### src/rtl/pll_reset_sequencer_pkg.sv
// Shared PLL-domain definitions: FSM state encodings and elaboration helpers.
package pll_reset_sequencer_pkg;

    typedef enum logic [1:0] {
        WAIT_LOCK = 2'd0,
        STABILIZE = 2'd1,
        HOLD      = 2'd2,
        RUN       = 2'd3
    } state_t;

    function automatic int clog2(input int value);
        int r;
        r = 0;
        for (int i = 0; i < 32; i++) begin
            if ((64'd1 << r) < 64'(value)) begin
                r = r + 1;
            end
        end
        return r;
    endfunction

    function automatic int max2(input int a, input int b);
        return (a > b) ? a : b;
    endfunction

endpackage

### src/rtl/bit_synchronizer.sv
// Multi-flop synchronizer for a single asynchronous level signal.
module bit_synchronizer #(
    parameter int STAGES = 2
) (
    input  logic clk,
    input  logic clr_n,
    input  logic d,
    output logic q
);

    logic [STAGES-1:0] chain;

    always_ff @(posedge clk or negedge clr_n) begin
        if (!clr_n) begin
            chain <= '0;
        end else begin
            chain <= {chain[STAGES-2:0], d};
        end
    end

    assign q = chain[STAGES-1];

endmodule

### src/rtl/pll_reset_sequencer.sv
// Qualifies PLL lock and sequences the system reset; tracks lock-loss events.
module pll_reset_sequencer
    import pll_reset_sequencer_pkg::*;
#(
    parameter int SYNC_STAGES   = 2,
    parameter int STABLE_CYCLES = 1024,
    parameter int HOLD_CYCLES   = 16,
    parameter int LOSS_CNT_W    = 8
) (
    input  logic                  CLK,
    input  logic                  resetn,
    input  logic                  locked,
    input  logic                  rst_req,
    input  logic                  clr_lost,
    output logic                  sys_resetn,
    output logic                  ready,
    output logic                  lost_lock,
    output logic [LOSS_CNT_W-1:0] loss_count
);

    localparam int CNT_W = clog2(max2(STABLE_CYCLES, HOLD_CYCLES) + 1);
    localparam logic [CNT_W-1:0] STABLE_LAST = CNT_W'(STABLE_CYCLES - 1);
    localparam logic [CNT_W-1:0] HOLD_LAST   = CNT_W'(HOLD_CYCLES - 1);

    if (SYNC_STAGES < 2 || STABLE_CYCLES < 1 || HOLD_CYCLES < 1) begin : g_bad_params
        $error("pll_reset_sequencer: illegal parameter values");
    end

    state_t           state;
    logic [CNT_W-1:0] cnt;
    logic             locked_s;

    bit_synchronizer #(
        .STAGES (SYNC_STAGES)
    ) u_lock_sync (
        .clk   (CLK),
        .clr_n (resetn),
        .d     (locked),
        .q     (locked_s)
    );

    // Loss handling sits first in each phase so it beats counter completion and rst_req.
    always_ff @(posedge CLK or negedge resetn) begin
        if (!resetn) begin
            state      <= WAIT_LOCK;
            cnt        <= '0;
            sys_resetn <= 1'b0;
            lost_lock  <= 1'b0;
            loss_count <= '0;
        end else begin
            if (clr_lost) begin
                lost_lock <= 1'b0;
            end
            unique case (state)
                WAIT_LOCK: begin
                    if (locked_s) begin
                        state <= STABILIZE;
                        cnt   <= '0;
                    end
                end
                STABILIZE: begin
                    if (!locked_s) begin
                        state <= WAIT_LOCK;
                        cnt   <= '0;
                    end else if (cnt == STABLE_LAST) begin
                        state <= HOLD;
                        cnt   <= '0;
                    end else begin
                        cnt <= cnt + 1'b1;
                    end
                end
                HOLD: begin
                    if (!locked_s) begin
                        state <= WAIT_LOCK;
                        cnt   <= '0;
                    end else if (cnt == HOLD_LAST) begin
                        state      <= RUN;
                        cnt        <= '0;
                        sys_resetn <= 1'b1;
                    end else begin
                        cnt <= cnt + 1'b1;
                    end
                end
                RUN: begin
                    if (!locked_s) begin
                        state      <= WAIT_LOCK;
                        cnt        <= '0;
                        sys_resetn <= 1'b0;
                        lost_lock  <= 1'b1;
                        if (loss_count != '1) begin
                            loss_count <= loss_count + 1'b1;
                        end
                    end else if (rst_req) begin
                        state      <= HOLD;
                        cnt        <= '0;
                        sys_resetn <= 1'b0;
                    end
                end
                default: begin
                    state      <= WAIT_LOCK;
                    cnt        <= '0;
                    sys_resetn <= 1'b0;
                end
            endcase
        end
    end

    assign ready = sys_resetn;

endmodule

### config.mk
export PLATFORM = sky130hd
export DESIGN_NAME = pll_reset_sequencer
export DESIGN_NICKNAME = d
export VERILOG_FILES = /design/src/rtl/pll_reset_sequencer_pkg.sv /design/src/rtl/bit_synchronizer.sv /design/src/rtl/pll_reset_sequencer.sv
export SDC_FILE = /design/constraint.sdc
export NUM_CORES = 1
export LEC_CHECK = 0
export ABC_CLOCK_PERIOD_IN_PS = 3500
export CORE_MARGIN = 2
export CORE_UTILIZATION = 55
export CTS_BUF_LIST = sky130_fd_sc_hd__clkbuf_8
export CTS_CLUSTER_DIAMETER = 150
export CTS_CLUSTER_SIZE = 30
export DETAILED_ROUTE_END_ITERATION = 12
export PLACE_DENSITY = 0.79
export SLEW_MARGIN = 20
export SYNTH_ARGS = -nofsm -noshare
export SYNTH_HDL_FRONTEND = slang
export SYNTH_SLANG_ARGS = --single-unit
### constraint.sdc
create_clock -name CLK -period 3.5 [get_ports CLK]
set_input_delay 0.7 -clock CLK [delete_from_list [all_inputs] [get_ports CLK]]
set_output_delay 0.7 -clock CLK [all_outputs]
set_load 0.05 [all_outputs]
After elaboration in Yosys (flattened, before gate mapping)
Index checks and enable logic that the tools add are counted.

cells by class
  $add $sub $neg = 2
  equal/unequal tests = 12
  multiplexer cells = 24
  bitwise operators = 1
  reduce and logical (&&, ||, !) cells = 6

operators with widths
  operator                                                                  number
  11-bit 2-to-1 mux                                                         7
  11-bit one-hot mux with 4 select lines                                    1
  2-bit 2-to-1 mux                                                          7
  11-bit by 1-bit adder with 11-bit output (second input constant)          1
  11-bit by 10-bit equality test with 1-bit output (second input constant)  1
  11-bit by 4-bit equality test with 1-bit output (second input constant)   1
  3-bit inequality test (second input constant)                             3
  8-bit by 1-bit adder with 8-bit output (second input constant)            1
  8-bit inequality test (second input constant)                             1
  2-bit one-hot mux with 4 select lines                                     1
  4-bit AND reduction                                                       2
  1-bit 2-to-1 mux                                                          7
  2-bit equality test (second input constant)                               2
  2-bit by 1-bit inequality test with 1-bit output (second input constant)  2
  3-bit AND reduction                                                       1
  2-bit by 1-bit equality test with 1-bit output (second input constant)    1
  2-bit zero test                                                           1
  2-bit inequality test (second input constant)                             1
  1-bit one-hot mux with 2 select lines                                     1
  2-bit AND reduction                                                       1
  2-bit nonzero test                                                        1
  1-bit inverter                                                            1

storage, ports and cells
  register bits = 25
  input port bits = 5
  output and inout port bits = 11

Depth between registers and ports, before layout
  word-level depth = 4
  depth in mapped cells = 7
  mapped depth without buffers = 7

Modules after synthesis
A second synthesis with hierarchy kept.

second synthesis, totals
  cell total of the unflattened synthesis = 133
  area, all modules = 1361.3 um^2

modules (own cells, without submodules)
  module               times used  cells an instance  area an instance (um^2)
  pll_reset_sequencer  1           131                1311.3
  bit_synchronizer     1           2                  50.0

Worst setup path after synthesis
No wires, ideal clock.

  path kind = register to register
  start point = reg loss_count[5]
  end point = reg loss_count[1]
  arrival = 1627 ps
  required time = 3375 ps
  setup slack = 1748 ps
  cell stages (with the launch flop) = 5
  path buffers = 0
  period minus slack after synthesis = 1752 ps
  cells stage by stage = dfrtp_1 -> and3_1 -> and3_1 -> a31oi_1 -> mux2_2

between the ends
  word-level cells in the longest chain between the ends = 2

ends and longest elaborated chain
  what                                  line                       text
  start: declaration                    pll_reset_sequencer.sv:18  output logic [LOSS_CNT_W-1:0] loss_count
  start signal: assignment              pll_reset_sequencer.sv:91  loss_count <= loss_count + 1'b1;
  8-bit inequality test                 pll_reset_sequencer.sv:90  if (loss_count != '1) begin
  3-bit AND reduction (no source line)  -

No other way between the ends.
A chain may end at the register's enable or synchronous reset.

Final worst setup path
  start point = reg loss_count[0]
  end point = out loss_count[0]

No word-level cell between the ends.

==> flow_summary.toml <==
[die]
core_area_um2 = 2430
io_pins = 16
die_h_um = 54.2
dieArea_um2 = 2930
die_x_um = 54.2
rows = 18
initial_core_util_pct = 56.9

[final_layout]
multiInputGateArea_um2 = 719
drive_gt1_share_pct = 8.81
finalInstanceArea_um2 = 1620
fin_util_pct = 66.4
final_nets = 171
antennaDiodeCount = 0
seq_area_um2 = 626
fill_cells = 196
area_delta_synth_final_pct = 16.7
layout_common_cells = "dfrtp_1 (25), clkdlybuf4s50_1 (15), nand2_1 (13)"
layout_commonest_cell = "dfrtp_1"

[worst_setup_path]
cp_data_arrival_time_ns = 1.52
critical_path_depth = 1
crit_slowest_cell = "clkdlybuf4s50_1"
ff2ff_path_depth = 7
start_kind = "flip-flop"
crit_family = "buffers and inverters"
crit_path_end = "loss_count[0]"
slowest_delay_ns = 0.83
r2r_start = "state[0]"
cp-end-kind = "output pin"
reg2reg_to = "cnt[0]"
worstPathMaxFanout = 4
reg2reg_slack_ns = 1.51
required_ns = 2.80
critPathKind = "reg -> out"
cp.buffers_inverters = 1
startpoint = "loss_count[0]"
crit_chain = "clkdlybuf4s50_1"

[place]
pre_cts_slack_ns = 1.22
gp_congestion = 0.874
port_buffers = 15
dp_hpwl_um = 2100
placed_area_um2 = 1570

[timing]
setup_slack_ns = 1.28
fin_skew_ns = 0.00205
rsz0062_at_grt = "no"
max_slew_margin_pct = 62.8
final_max_slew_viol_count = 0
fmax_mhz = 450
tightest_slew_ns = 0.542
fin_tns_setup_ns = 0
period_minus_slack_ns = 2.22
min_period_over_period_pct = 63.4
final-setup-viol-count = 0
finalHoldViolCount = 0

[route]
wl_met1_um = 1250
first_pass_iters = 4
vias = 1119
wl_met2_um = 1430
detail_route.wl_per_cell_um = 14.9
drt_iter0_drc = 40
wl_met3_um = 112
wl_um = 2820
top_layer = "met4"
vias_per_cell = 5.92
ant_nets = 0
drc = 0

[grt]
grt_max_degree = 26
grt_overflow_total = 0
antenna_found_initial = 0
grt_pass1_wl_um = 4570
grt_pass1_vias = 1028
grt.total_usage_pct = 21.5

[yosys]
synth_edf_count = 0
netlist_top_cells_area = "dfrtp_1 (45%), ha_1 (5.4%), a22o_1 (4.4%), nand3_1 (4.0%), nand2_1 (3.5%)"
ys.flop_type = "dfrtp_1"
netlist.area_leader.share_pct = 45.2
synth_warnings = 0
yosys.cell_types.count = 37
synthesis.nets = 152
avgSynthCellArea_um2 = 9.81
yosysSeqAreaShare_pct = 45.2
synth-seq-cells = 25
syn-instance-count = 141
synth_top_cell_by_area = "dfrtp_1"
synth.cell_area_um2 = 1380
async_flop_share_pct = 100

[clock_network]
cts_made_buffers = 3
cts_tree = "yes"
clock_latency_ns = 0.27
cts_hold_buf = 0
clockRootBuffer = "clkbuf_8"
post_cts_resized = 0
path_clk_slew_ns = 0.09
postCtsSetupRepairBufs = 0
max-clock-path-buffers = 2
cts_sinks = 25
htreeDepth = 1

[outcome]
status = "finished clean"

[power]
power_switching_w = 0.000337
switching_share_pct = 38.7
clkPwrFrac_pct = 19.8
p_int_w = 0.000535
seq_power_share_pct = 40.7
power_frac_comb_pct = 39.4
leakage_nw = 0.737
cellPowerDensity_nw_per_um2 = 540
peakVddDrop_mv = 0.318

[hold_path]
hp-class = "reg -> reg"

[run]
maxCapViolations = 0
-- registers in the layout, summed over array words and instances (netlist names) --
signal and flops:
loss_count 8, ready 1, u_lock_sync.chain 2, lost_lock 1, cnt 11, state 2
-- cells by family (layout without fill, tap and decap cells) --
family	after synthesis	count (layout)	synth area share, %
simple gates	56	56	21.2
flops	25	25	45.2
xor+xnor	5	5	3.17
compound gates	35	35	18.0
fa+ha+maj	6	6	5.42
mux	5	5	4.25
buf+inv	9	27	2.80
-- Yosys cell counts (2+ instances only) --
master / n
nand4_1: 3
nand3_1: 11
o21ai_0: 8
xnor2_1: 3
dfrtp_1: 25
xor2_1: 2
nor2b_1: 4
a22o_1: 7
nor3_1: 5
nand2_1: 13
nand2b_1: 2
mux2_2: 3
ha_1: 6
a21oi_1: 5
a31oi_1: 3
nor2_1: 8
inv_1: 7
a21o_1: 4
and3_1: 4
-- layout make-up --
| cell class | instances | area share, % |
|---|---|---|
| Inverter | 7 | 1.63 |
| Tap cell | 30 | 2.32 |
| Sequential cell | 25 | 38.7 |
| Timing Repair Buffer | 16 | 9.76 |
| Multi-Input combinational cell | 107 | 44.5 |
| Clock inverter | 1 | 0.465 |
| Clock buffer | 3 | 2.56 |
-- power groups by stage --
stage | Clock, W | Sequential [W] | Combinational (W)
after floorplan | 0 | 0.000400 | 0.000205
after global placement | 0 | 0.000357 | 0.000328
after detailed placement | 0 | 0.000362 | 0.000340
after CTS | 0.000180 | 0.000356 | 0.000343
after global routing | 0.000192 | 0.000360 | 0.000382
final | 0.000173 | 0.000355 | 0.000344
-- layer usage --
layer | global-route usage [%] | up-vias
li1 | - | 548
met1 | 29.7 | 539
met2 | 33.9 | 28
met3 | 3.89 | 4
met4 | 7.08 | 0
met5 | 0 | -
-- how the worst min path moves through the flow --
| stage | start | to | cells after the start |
|---|---|---|---|
| finish | u_lock_sync.chain[0] | u_lock_sync.chain[1] | 0 |
| global route | u_lock_sync.chain[0] | u_lock_sync.chain[1] | 0 |
| CTS | u_lock_sync.chain[0] | u_lock_sync.chain[1] | 0 |
| floorplan | u_lock_sync.chain[0] | u_lock_sync.chain[1] | 0 |
| detailed placement | u_lock_sync.chain[0] | u_lock_sync.chain[1] | 0 |
| global placement | u_lock_sync.chain[0] | u_lock_sync.chain[1] | 0 |
-- metrics by stage --
stage                     cells  total power [W]  hold slack, ns
after global placement      185         0.000686           0.344
final                       189         0.000872           0.364
after detailed placement    185         0.000702           0.344
after floorplan             141         0.000606           0.331
after CTS                   189         0.000879           0.366
after global routing        189         0.000934           0.381
(Power assumes the default switching activity.)
